===== config.mk =====
export PLATFORM = sky130hd
export DESIGN_NAME = decoder_scan_ctrl
export DESIGN_NICKNAME = d
export VERILOG_FILES = /design/src/rtl/decoder_scan_ctrl.sv
export SDC_FILE = /design/constraint.sdc
export NUM_CORES = 1
export LEC_CHECK = 0
export ABC_AREA = 1
export CAP_MARGIN = 25
export CELL_PAD_IN_SITES_DETAIL_PLACEMENT = 1
export CELL_PAD_IN_SITES_GLOBAL_PLACEMENT = 1
export CORE_MARGIN = 1.5
export CORE_UTILIZATION = 43
export DETAILED_ROUTE_END_ITERATION = 10
export HOLD_SLACK_MARGIN = 0.08
export PLACE_DENSITY_LB_ADDON = 0.1
export SETUP_SLACK_MARGIN = 0.4
export SYNTH_ARGS = -nofsm -noshare
export SYNTH_HDL_FRONTEND = slang
export SYNTH_SLANG_ARGS = --single-unit

===== constraint.sdc =====
create_clock -name clk -period 4.2 [get_ports clk]
set_clock_uncertainty 0.05 [all_clocks]
set_input_delay 0.84 -clock clk [delete_from_list [all_inputs] [get_ports clk]]
set_output_delay 0.84 -clock clk [all_outputs]
set_load 0.02 [all_outputs]

===== src/rtl/decoder_scan_ctrl.sv =====
// ----------------------------------------------------------------------------
// decoder_scan_ctrl
//
// Drives the A/B/C select pins and the enable pin of a 3-8 decoder. It cycles
// through the positions enabled in digit_mask, for example the digit strobes
// of a multiplexed seven-segment display. Each position is shown for
// SCAN_DIV cycles. Before it is shown, it is preceded by BLANK_CYC blanked
// cycles. The select lines only move on entry to the blanking gap, so a
// visible position never glitches.
//
// Optional feature: define SCAN_FRAME_CNT_EN to add the frame_cnt[7:0]
// output. It counts frame_done pulses, wraps from 255 to 0, and clears on
// reset and whenever the scanner drops to idle.
//
// Ports
//   clk         in   system clock, rising edge
//   rst_n       in   asynchronous active-low reset
//   en          in   scan enable (level)
//   digit_mask  in   [7:0] bit i = 1 -> position i is scanned
//   sel_a       out  decoder select MSB (scan_idx[2])
//   sel_b       out  decoder select     (scan_idx[1])
//   sel_c       out  decoder select LSB (scan_idx[0])
//   blank       out  1 = decoder disabled / output suppressed
//   scan_idx    out  [2:0] current position
//   frame_done  out  one-cycle pulse on the first blank cycle after a wrap
//   frame_cnt   out  [7:0] frame counter (SCAN_FRAME_CNT_EN only)
// ----------------------------------------------------------------------------
module decoder_scan_ctrl #(
    parameter int SCAN_DIV  = 50000,
    parameter int BLANK_CYC = 8,
    parameter int DIV_W     = 16
) (
    input  logic       clk,
    input  logic       rst_n,
    input  logic       en,
    input  logic [7:0] digit_mask,
    output logic       sel_a,
    output logic       sel_b,
    output logic       sel_c,
    output logic       blank,
    output logic [2:0] scan_idx,
`ifdef SCAN_FRAME_CNT_EN
    output logic [7:0] frame_cnt,
`endif
    output logic       frame_done
);

    typedef enum logic [1:0] {IDLE, BLANK, SHOW} state_t;

    localparam logic [DIV_W-1:0] DWELL_LAST = DIV_W'(SCAN_DIV - 1);
    localparam logic [7:0]       BLANK_LAST = 8'(BLANK_CYC - 1);

    state_t           state_reg;
    logic [2:0]       idx_reg;
    logic             blank_reg;
    logic             frame_done_reg;
    logic [DIV_W-1:0] dwell_cnt_reg;
    logic [7:0]       blank_cnt_reg;
`ifdef SCAN_FRAME_CNT_EN
    logic [7:0]       frame_cnt_reg;
`endif

    logic       stop;
    logic [7:0] rot_mask;
    logic [2:0] step;
    logic [2:0] idx_next;
    logic       wrap_next;
    logic [2:0] first_idx;

    assign stop = !en || (digit_mask == 8'h00);

    // rot_mask[gi] is the mask bit that lies gi+1 positions after idx_reg,
    // taken cyclically. Bit 7 therefore wraps back onto idx_reg itself,
    // which handles the single-bit mask case.
    generate
        for (genvar gi = 0; gi < 8; gi++) begin : g_rot
            localparam logic [2:0] OFS = 3'((gi + 1) % 8);
            logic [2:0] pos;
            assign pos          = idx_reg + OFS;
            assign rot_mask[gi] = digit_mask[pos];
        end
    endgenerate

    // Find the nearest set bit strictly after idx_reg. A result at or below
    // the current index means the search went past 7 (or came back to the
    // same index), which marks the end of a frame.
    always_comb begin
        step = 3'd0;
        for (int i = 7; i >= 0; i--) begin
            if (rot_mask[i]) step = 3'(i);
        end
        idx_next  = idx_reg + step + 3'd1;
        wrap_next = (idx_next <= idx_reg);
    end

    // Lowest set mask bit, used when a scan starts from idle.
    always_comb begin
        first_idx = 3'd0;
        for (int i = 7; i >= 0; i--) begin
            if (digit_mask[i]) first_idx = 3'(i);
        end
    end

    always_ff @(posedge clk or negedge rst_n) begin
        if (!rst_n) begin
            state_reg      <= IDLE;
            idx_reg        <= 3'd0;
            blank_reg      <= 1'b1;
            frame_done_reg <= 1'b0;
            dwell_cnt_reg  <= '0;
            blank_cnt_reg  <= '0;
`ifdef SCAN_FRAME_CNT_EN
            frame_cnt_reg  <= 8'd0;
`endif
        end else if (stop) begin
            // Losing the enable or the whole mask overrides both counters.
            state_reg      <= IDLE;
            idx_reg        <= 3'd0;
            blank_reg      <= 1'b1;
            frame_done_reg <= 1'b0;
            dwell_cnt_reg  <= '0;
            blank_cnt_reg  <= '0;
`ifdef SCAN_FRAME_CNT_EN
            frame_cnt_reg  <= 8'd0;
`endif
        end else begin
            case (state_reg)
                IDLE: begin
                    state_reg      <= BLANK;
                    idx_reg        <= first_idx;
                    blank_reg      <= 1'b1;
                    frame_done_reg <= 1'b0;
                    dwell_cnt_reg  <= '0;
                    blank_cnt_reg  <= '0;
                end
                BLANK: begin
                    // frame_done covers only the first blank cycle.
                    frame_done_reg <= 1'b0;
                    if (blank_cnt_reg == BLANK_LAST) begin
                        state_reg     <= SHOW;
                        blank_reg     <= 1'b0;
                        blank_cnt_reg <= '0;
                    end else begin
                        blank_cnt_reg <= blank_cnt_reg + 8'd1;
                    end
                end
                SHOW: begin
                    if (dwell_cnt_reg == DWELL_LAST) begin
                        // The select lines move only here, together with
                        // blank rising, so they never change while visible.
                        state_reg      <= BLANK;
                        blank_reg      <= 1'b1;
                        idx_reg        <= idx_next;
                        frame_done_reg <= wrap_next;
                        dwell_cnt_reg  <= '0;
`ifdef SCAN_FRAME_CNT_EN
                        if (wrap_next) frame_cnt_reg <= frame_cnt_reg + 8'd1;
`endif
                    end else begin
                        dwell_cnt_reg <= dwell_cnt_reg + 1'b1;
                    end
                end
                default: begin
                    state_reg <= IDLE;
                    idx_reg   <= 3'd0;
                    blank_reg <= 1'b1;
                end
            endcase
        end
    end

    assign sel_a      = idx_reg[2];
    assign sel_b      = idx_reg[1];
    assign sel_c      = idx_reg[0];
    assign scan_idx   = idx_reg;
    assign blank      = blank_reg;
    assign frame_done = frame_done_reg;
`ifdef SCAN_FRAME_CNT_EN
    assign frame_cnt  = frame_cnt_reg;
`endif

endmodule


After elaboration in Yosys (flattened, before gate mapping)
Cells that the tools add are included.
{"block": "totals", "register_bits": 31, "latchBits": 0, "ramBits": 0, "mem_bits_ro": 0, "inputBits": 11, "out_inout_bits": 8, "word_cells": 96, "mem_count": 0}
{"block": "classes", "n_addsub": 11, "n_mul": 0, "div": 0, "order_cmp": 9, "n_eq_ne": 7, "shifts": 0, "mux": 52, "n_bitwise": 0, "reduce_logical": 11}
{"cell": "3-bit two-way mux", "count": 18}
{"cell": "3-bit by 4-bit less-than comparator with 1-bit output, second input constant", "count": 8}
{"cell": "16-bit two-way mux", "count": 2}
{"cell": "16-bit one-hot mux with 2 select lines", "count": 1}
{"cell": "1-bit binary-select mux with 3-bit select", "count": 8}
{"cell": "16-bit by 1-bit adder with 16-bit output, second input constant", "count": 1}
{"cell": "16-bit equality test, second input constant", "count": 1}
{"cell": "8-bit two-way mux", "count": 2}
{"cell": "8-bit one-hot mux with 2 select lines", "count": 1}
{"cell": "1-bit two-way mux", "count": 13}
{"cell": "3-bit adder, second input constant", "count": 4}
{"cell": "3-bit one-hot mux with 3 select lines", "count": 1}
{"cell": "3-bit nonzero test", "count": 3}
{"cell": "8-bit by 1-bit adder with 8-bit output, second input constant", "count": 1}
{"cell": "8-bit by 3-bit equality test with 1-bit output, second input constant", "count": 1}
{"cell": "8-bit logical NOT", "count": 1}
{"cell": "3-bit by 1-bit adder with 3-bit output, second input constant", "count": 2}
{"cell": "3-bit by 2-bit adder with 3-bit output, second input constant", "count": 2}
{"cell": "2-bit two-way mux", "count": 3}
{"cell": "3-bit inequality test, second input constant", "count": 2}
{"cell": "2-bit one-hot mux with 3 select lines", "count": 1}
{"cell": "2-bit AND reduction", "count": 3}
{"cell": "1-bit one-hot mux with 2 select lines", "count": 2}
{"cell": "3-bit adder", "count": 1}
{"cell": "other kinds (8)", "count": 8}

Logic depth before layout (Yosys ltp)
Gate-level depths: netlist (run 1).
{"block": "logic_depth", "ltp_word": 16, "ltp_mapped": 27, "ltp_nobuf": 26}

Worst setup path before layout (run 1)
OpenSTA, ideal clock, no wires.
{"block": "synth_timing", "path_type": "reg2reg", "from": "register idx_reg[1] (netlist: scan_idx[1])", "to": "register frame_done_reg (netlist: frame_done)", "setup_ns": 0.127, "t_arrival_ns": 3.393, "required_ns": 4.023, "path_slack_ns": 0.630, "path_stages_with_launch": 26, "path_buffers": 0, "synth_period_minus_slack_ns": 3.570, "cell_sequence": "dfrtp_1 -> inv_1 -> ha_1 -> inv_1 -> nand3_1 -> nand3_1 -> a31oi_1 -> o21ai_0 -> nand2_1 -> nand2_1 -> nand2_1 -> ha_1 -> inv_1 -> fa_1 -> xor2_1 -> inv_1 -> nand3_1 -> nand2_1 -> ha_1 -> nand2_1 -> nor2_1 -> nor2_1 -> nand2_1 -> o21ai_0 -> nand4_1 -> o21ai_0"}
{"block": "synth_via", "elab_chain_cells": 16, "elab_cells_between_ends": 37, "cone_classes": "add/sub (9); order compare (1); mux (27)"}
{"element": "start: declaration", "line_no": "54", "text": "logic [2:0] idx_reg;"}
{"element": "start signal: assignment", "line_no": "130", "text": "idx_reg <= first_idx;"}
{"element": "start signal: assignment", "line_no": "153", "text": "idx_reg <= idx_next;"}
{"element": "3-bit adder or 1-bit binary-select mux with 3-bit select (tied branches)", "line_no": "79, 80"}
{"element": "1-bit binary-select mux with 3-bit select or 1-bit two-way mux (tied branches)", "line_no": "80", "text": "assign rot_mask[gi] = digit_mask[pos];"}
{"element": "1-bit two-way mux (implied by the code) or 3-bit two-way mux (tied branches)", "line_no": "80, 90"}
{"element": "3-bit two-way mux (7 in series)", "line_no": "90", "text": "if (rot_mask[i]) step = 3'(i);"}
{"element": "3-bit adder", "line_no": "92", "text": "idx_next = idx_reg + step + 3'd1;"}
{"element": "3-bit by 1-bit adder with 3-bit output", "line_no": "92"}
{"element": "3-bit <= comparator (*)", "line_no": "93", "text": "wrap_next = (idx_next <= idx_reg);"}
{"element": "1-bit two-way mux (*)", "line_no": "148", "text": "if (dwell_cnt_reg == DWELL_LAST) begin"}
{"element": "1-bit one-hot mux with 2 select lines (*)", "line_no": "127", "text": "case (state_reg)"}
{"element": "1-bit two-way mux (*)", "line_no": "115", "text": "end else if (stop) begin"}
{"element": "end signal: assignment", "line_no": "154", "text": "frame_done_reg <= wrap_next;"}
{"element": "end: declaration", "line_no": "56", "text": "logic frame_done_reg;"}
Every way passes the cells marked *; elsewhere a longest branch is shown, timed or not. The select of a mux whose other input is x is not followed.
A chain may end at the register's enable or synchronous reset.

Final worst setup path (run 1)
{"block": "layout_timing", "from": "input digit_mask[0]", "to": "register frame_done_reg (netlist: frame_done)"}
{"block": "layout_via", "elab_chain_cells": 16, "elab_cells_between_ends": 35, "cone_classes": "add/sub (2); order compare (1); eq/ne (1); mux (27); reduce/logical (4)"}
{"element": "start: declaration", "line_no": "36", "text": "input logic [7:0] digit_mask,"}
{"element": "1-bit binary-select mux with 3-bit select", "line_no": "80"}
{"element": "1-bit two-way mux (implied by the code)", "line_no": "80"}
{"element": "3-bit two-way mux (8 in series)", "line_no": "90"}
{"element": "3-bit adder", "line_no": "92"}
{"element": "3-bit by 1-bit adder with 3-bit output", "line_no": "92"}
{"element": "3-bit <= comparator", "line_no": "93"}
{"element": "1-bit two-way mux", "line_no": "148"}
{"element": "1-bit one-hot mux with 2 select lines", "line_no": "127"}
{"element": "1-bit two-way mux", "line_no": "115"}
Parallel ways exist; a longest one is shown, timed or not. The select of a mux whose other input is x is not followed.

==> impl_metrics.py, run 1 <==
metrics = {
    "critical_path": {
        "r2r_setup_slack_ns": 0.73,
        "crit_path_frequent_cell": "nand2_1",
        "timing.rr.start": "scan_idx[0]",
        "cp_top_family": "simple AND/OR/NAND/NOR gates",
        "worstSetupEndpointType": "flop",
        "cp-start-kind": "primary input",
        "path_cells": "clkdlybuf4s15_1 -> nand2_1 -> nand3_1 -> nand3_1 -> a31oi_1 -> o21ai_1 -> nand2_1 -> nand2_1 -> nand2_2 -> ha_1 -> inv_1 -> fa_2 -> xor2_2 -> inv_1 -> nand3_1 -> nand2_2 -> ha_4 -> nand2_1 -> nor2_1 -> nor2_1 -> nand2_1 -> o21ai_2 -> nand4_1 -> o21ai_1",
        "worstRegToRegCells": 24,
        "critPathMaxStageDelay_ns": 0.35,
        "crit_fanout": 3,
        "worstPathRequired_ns": 4.37,
        "r2r_end": "frame_done",
        "crit_buf_inv": 3,
        "slowest_stage": "fa_2",
        "worstPathArrival_ns": 3.68,
        "crit_type": "primary input to flop",
    },
    "route": {
        "routedWlPerCell_um": 15.3,
        "drcViolationCount": 0,
        "viasPerCell": 5.38,
        "drt_iter0_drc": 146,
        "drtPass1Iterations": 4,
        "wirelength_um": 6950,
        "vias": 2442,
        "ant_nets": 0,
    },
    "yosys": {
        "synth_top_area_share_pct": 30.5,
        "yosysTopAreaCell": "dfrtp_1",
        "synthCells": 353,
        "yosysUniqueCellTypes": 42,
        "yosys-top-cells-area": "dfrtp_1, nand2_1, nand3_1",
        "yosys_warnings": 0,
        "seq_area_frac_synth_pct": 31.6,
        "syn_area_per_cell_um2": 6.98,
        "ys_ff_latch": 31,
        "synth_nets": 373,
        "netlist_area_um2": 2460,
    },
    "sta": {
        "rsz0062_at_grt": "no",
        "fmax_mhz": 285,
        "setup_viol": 0,
        "tns_ns": 0,
        "finalCritPeriodShare_pct": 83.6,
        "whs_ns": 0.439,
        "hold_violations": 0,
        "slew_viol_final": 0,
        "max_slew_margin_pct": 58.6,
        "fin_crit_ns": 3.51,
        "worst_slew_pin_slew_ns": 0.618,
    },
    "final_layout": {
        "layout-drive-gt1-share_pct": 13.9,
        "final_nets": 401,
        "final_common_cell": "nand2_1",
        "fin_cells": 454,
        "largest_register_ffs": 16,
        "fillers": 715,
        "multiInputGateArea_um2": 1500,
        "most-common-layout-cells": "nand2_1, inv_1, nand3_1, nor2_1, dfrtp_1",
        "syn2layout_area_growth_pct": 18.3,
        "regArea_um2": 778,
        "n_antenna_cell": 0,
        "fin_util_pct": 52.9,
    },
    "cts": {
        "cts_buffers": 5,
        "htreeDepth": 2,
        "cts_tree": "yes",
        "cts-root-buf": "clkbuf_8",
        "holdBufCountCts": 0,
        "path_clk_slew_ns": 0.07,
        "clk_latency_ns": 0.29,
        "clock-sinks": 31,
        "cts_buffer_depth": 2,
    },
    "pwr": {
        "ir_drop_mv": 0.274,
        "powerDensity_nw_per_um2": 514,
        "power_leakage_uw": 0.00133,
    },
    "place": {
        "place_congestion": 0.822,
        "portBuffers": 18,
        "dp.cells": 446,
        "dp_hpwl_um": 5280,
    },
    "worst_hold_path": {
        "hold_path.class": "flop to flop",
        "min_to": "blank",
        "hp-start": "blank",
        "min_path_cells": 2,
    },
    "floorplanning": {
        "io_pins": 19,
        "rows": 27,
        "core_area_um2": 5510,
        "die_y_um": 78.7,
        "dieArea_um2": 6190,
        "die_w_um": 78.7,
        "initial_utilization_pct": 44.7,
    },
    "global_route": {
        "track_usage_pct": 25.0,
        "grt_max_degree": 32,
        "grt.overflow.total": 0,
        "grt_pass1_wl_um": 12200,
        "grt_pass1_vias": 2595,
        "antenna_found_initial": 0,
    },
    "status": {
        "status": "complete, no violations",
    },
    "job": {
        "maxCapViolCount": 0,
    },
}
==> worst register-to-register path: cells and delay by family (launching register included) <==
kind | cells | cell delay [ns]
fa+ha+maj | 4 | 0.87
buf+inv | 3 | 0.33
flops | 1 | 0.40
compound gates | 4 | 0.45
xor+xnor | 2 | 0.38
simple gates | 11 | 0.94
==> synth_stat cells <==
cell type and number:
a211oi_1 1, a21boi_2 1, a21oi_1 13, a22o_1 2, a31oi_1 2, buf_2 1, buf_4 3, buf_6 2
clkinv_2 1, dfrtp_1 30, dfstp_2 1, fa_1 1, ha_1 8, inv_1 46, inv_2 3, nand2_1 97
nand2_2 3, nand2_4 2, nand3_1 38, nand3_2 2, nand3b_1 2, nand4_1 5, nand4_2 1, nor2_1 30
nor2_4 4, nor3_1 14, nor3_2 1, nor3_4 1, nor4_1 1, nor4_4 1, o211ai_1 1, o21ai_0 12
o21ai_2 1, o21bai_1 1, o22ai_1 3, o2bb2ai_1 1, o31ai_1 1, o32ai_1 2, or2_1 1, or2_4 2
xnor2_1 2, xor2_1 9
==> per-layer routing <==
metal | vias up | wire, um | GRT usage [%]
met5 | - | 0 | 0
met4 | 0 | 53 | 5.89
met3 | 5 | 258 | 3.72
met2 | 41 | 3280 | 42.3
met1 | 1195 | 3360 | 33.6
li1 | 1201 | - | -
==> stage by stage <==
stage | cell area, um^2 | setup slack, ns | power [uW]
6_report | 2910 | 0.687 | 1500
2_1_floorplan | 2460 | 0.630 | 889
3_3_place_gp | 2750 | 0.198 | 1080
5_1_grt | 2910 | 0.373 | 1630
4_1_cts | 2860 | 0.408 | 1430
3_5_place_dp | 2750 | -0.00832 | 1110
==> area by class of cell <==
cell class | instances | area share [%]
tap | 72 | 3.09
clock buffer | 6 | 2.84
clock inverter | 2 | 1.20
sequential | 31 | 26.7
timing repair buffer | 27 | 8.25
inverter | 50 | 6.49
multi-input combinational | 266 | 51.4
==> cells by family (layout without fill, tap and decap cells) <==
family	count (synthesis)	after routing	share of synthesized area [%]
simple gates	205	205	39.8
xor+xnor	11	11	3.91
compound gates	41	41	10.2
flops	31	31	31.6
fa+ha+maj	9	9	4.88
buf+inv	56	85	9.70
==> timing repair <==
action / CTS / global route
resized for setup: 7 / 19
buffers inserted: 0 / 0
endpoints found under the hold margin: 0 / 0
pin swaps: 1 / 5
setup endpoints to repair: 1 / 1
==> power breakdown <==
| part | internal [uW] | switching (uW) |
|---|---|---|
| clock network | 192 | 121 |
| registers | 327 | 27.1 |
| logic | 310 | 522 |
==> worst max-delay path by stage <==
stage          slack, ns          start  cells past startpoint         end
6_report            0.69  digit_mask[0]                     24  frame_done
5_1_grt             0.37  digit_mask[0]                     25  frame_done
4_1_cts             0.41  digit_mask[4]                     25  frame_done
3_5_place_dp      -0.008  digit_mask[5]                     24  frame_done
3_3_place_gp        0.20  digit_mask[5]                     24  frame_done
2_1_floorplan       0.63    scan_idx[1]                     25  frame_done
Note: power is estimated with default switching activity, not from simulation.
==> run 2, diff against run 1 <==
- clock period: 4.2 -> 3.51 ns (I/O delays scaled with it)
==> run 2 against run 1 <==
The flow now finishes with violations (setup timing); worst setup slack got worse by 0.72 ns; cell count rose by 6.4%; global-route usage rose by 3.4 points; clock power rose by 4%; largest power group unchanged; highest routed layer unchanged.
==> impl_metrics.py, run 2 (synthesized netlist as in run 1, its figures left out) <==
metrics = {
    "status": {
        "status": "complete, but fails checks",
        "violations": "setup timing",
    },
    "critical_path": {
        "worstPathRequired_ns": 3.62,
        "worstPathArrival_ns": 3.66,
        "worstSetupEndpointType": "flop",
        "crit_fanout": 3,
        "crit_buf_inv": 3,
        "slowest_stage": "fa_2",
        "cp-start-kind": "primary input",
        "crit_path_frequent_cell": "nand2_1",
        "cp_top_family": "simple AND/OR/NAND/NOR gates",
        "crit_type": "primary input to flop",
        "critPathMaxStageDelay_ns": 0.38,
    },
    "sta": {
        "setup_viol": 1,
        "hold_violations": 0,
        "slew_viol_final": 0,
        "max_slew_margin_pct": 67.5,
        "finalCritPeriodShare_pct": 101,
        "fmax_mhz": 282,
        "worst_slack_ns": -0.0320,
        "worst_slew_pin_slew_ns": 0.484,
        "tns_ns": -0.0320,
        "fin_crit_ns": 3.54,
        "rsz0062_at_grt": "yes",
    },
    "route": {
        "routedWlPerCell_um": 18.2,
        "drt_iter0_drc": 247,
        "viasPerCell": 5.50,
        "wirelength_um": 8810,
        "ant_nets": 0,
        "vias": 2656,
        "drtPass1Iterations": 4,
        "drcViolationCount": 0,
    },
    "final_layout": {
        "n_antenna_cell": 0,
        "largest_register_ffs": 16,
        "fin_util_pct": 59.7,
        "final_common_cell": "nand2_1",
        "final_nets": 430,
        "layout-drive-gt1-share_pct": 29.7,
        "most-common-layout-cells": "nand2_1, inv_1, buf_4, nor2_1, dfrtp_1",
        "syn2layout_area_growth_pct": 33.5,
        "fillers": 708,
        "final_area_um2": 3290,
    },
    "global_route": {
        "antenna_found_initial": 0,
        "grt_pass1_vias": 2745,
        "grt_pass1_wl_um": 13600,
        "grt_max_degree": 32,
        "grt.overflow.total": 0,
        "track_usage_pct": 28.5,
    },
    "cts": {
        "cts_buffer_depth": 2,
        "cts-root-buf": "clkbuf_8",
        "htreeDepth": 2,
        "path_clk_slew_ns": 0.07,
        "clock-sinks": 31,
        "cts_tree": "yes",
        "holdBufCountCts": 0,
        "clk_latency_ns": 0.29,
        "cts_buffers": 5,
    },
    "pwr": {
        "powerDensity_nw_per_um2": 712,
        "p_clk_share_pct": 13.9,
        "pwr-share-comb_pct": 67.7,
        "ir_drop_mv": 0.407,
        "p_switching_uw": 1080,
        "pwr-share-seq_pct": 18.4,
        "power_leakage_uw": 0.00149,
        "p_int_uw": 1260,
        "swShare_pct": 46.2,
    },
    "floorplanning": {
        "initial_utilization_pct": 44.7,
        "die_w_um": 78.7,
        "die_y_um": 78.7,
        "core_area_um2": 5510,
        "dieArea_um2": 6190,
        "rows": 27,
        "io_pins": 19,
    },
    "place": {
        "portBuffers": 18,
        "place_congestion": 0.866,
        "post_dp_cell_area_um2": 2860,
        "dp_hpwl_um": 5520,
        "dp_slack_ns": -0.425,
    },
    "job": {
        "maxCapViolCount": 0,
    },
    "worst_hold_path": {
        "hold_path.class": "flop to flop",
    },
}
[run 2: cell types whose count changed in the layout (fill, tap and decap cells not counted), moves of 3 or more]
cell and change:
buf_4 +27, clkdlybuf4s15_2 +3, dlygate4sd2_1 -3, inv_1 -6
inv_2 +3, inv_4 +3, nand2_1 -8, nand2_2 +6
nand3_1 -13, nand3_2 +12
[run 2: worst reg2reg max path, stage by stage, from the launching register on]
cell	delay (ns)
dfrtp_2	0.40
buf_4	0.15
buf_4	0.14
nand3_1	0.12
nand3_1	0.11
nand2_1	0.08
a31oi_1	0.19
o21ai_1	0.08
nand2_1	0.07
nand2_1	0.07
nand2_2	0.10
ha_4	0.15
inv_2	0.05
fa_2	0.38
xor2_2	0.23
inv_2	0.07
nand3_2	0.09
nand2_4	0.07
ha_4	0.30
nand2_4	0.06
nor2_4	0.10
nor2_2	0.05
nand2_1	0.06
o21ai_1	0.06
nand4_1	0.07
o21ai_1	0.07
[run 2: power groups by stage]
stage / clock (uW) / combinational, uW / sequential [uW]
2_1_floorplan: 0 / 636 / 451
3_3_place_gp: 0 / 982 / 445
3_5_place_dp: 0 / 1030 / 447
4_1_cts: 332 / 1380 / 430
5_1_grt: 349 / 1700 / 434
6_report: 327 / 1580 / 430
[run 2: metal layers]
metal | part of all wire [%] | wire (um) | vias up | global-route usage (%)
li1 | - | - | 1262 | -
met1 | 42 | 3680 | 1291 | 36.3
met2 | 50 | 4390 | 81 | 47.8
met3 | 5.9 | 517 | 22 | 5.70
met4 | 2.5 | 223 | 0 | 9.46
met5 | 0 | 0 | - | 0
[run 2: stage by stage]
stage / power [uW] / hold WS [ns] / instances
floorplan: 1090 / 0.356 / 353
global placement: 1430 / 0.415 / 458
detailed placement: 1480 / 0.424 / 458
CTS: 2140 / 0.442 / 480
global route: 2490 / 0.470 / 483
finish: 2340 / 0.444 / 483
[run 2: path summary, 6_finish.rpt]
path                               start                end  slack [ns]  cells past startpoint
max reg2reg                  scan_idx[1]         frame_done        0.01                     25
min reg2reg                        blank              blank        0.44                      2
max in group asynchronous          rst_n        scan_idx[1]        2.30                      2
min in group asynchronous          rst_n  dwell_cnt_reg[10]        0.76                      2
min                                blank              blank        0.44                      2
max                        digit_mask[3]         frame_done       -0.03                     25
[run 2: cell type report]
class	instances	area (um^2)	share of cell area (%)
multi-input cells	266	1660	50.4
flip-flops and latches	31	781	23.8
repair buffers	56	460	14.0
inverters	50	196	5.98
clock buffers	7	96.3	2.93
well taps	72	90.1	2.74
clock inverters	1	7.51	0.228
[run 2: repair_timing]
| item | CTS | global route |
|---|---|---|
| setup endpoints to repair | 2 | 2 |
| pin swaps | 21 | 16 |
| gates resized for setup | 49 | 23 |
| buffers inserted | 14 | 3 |
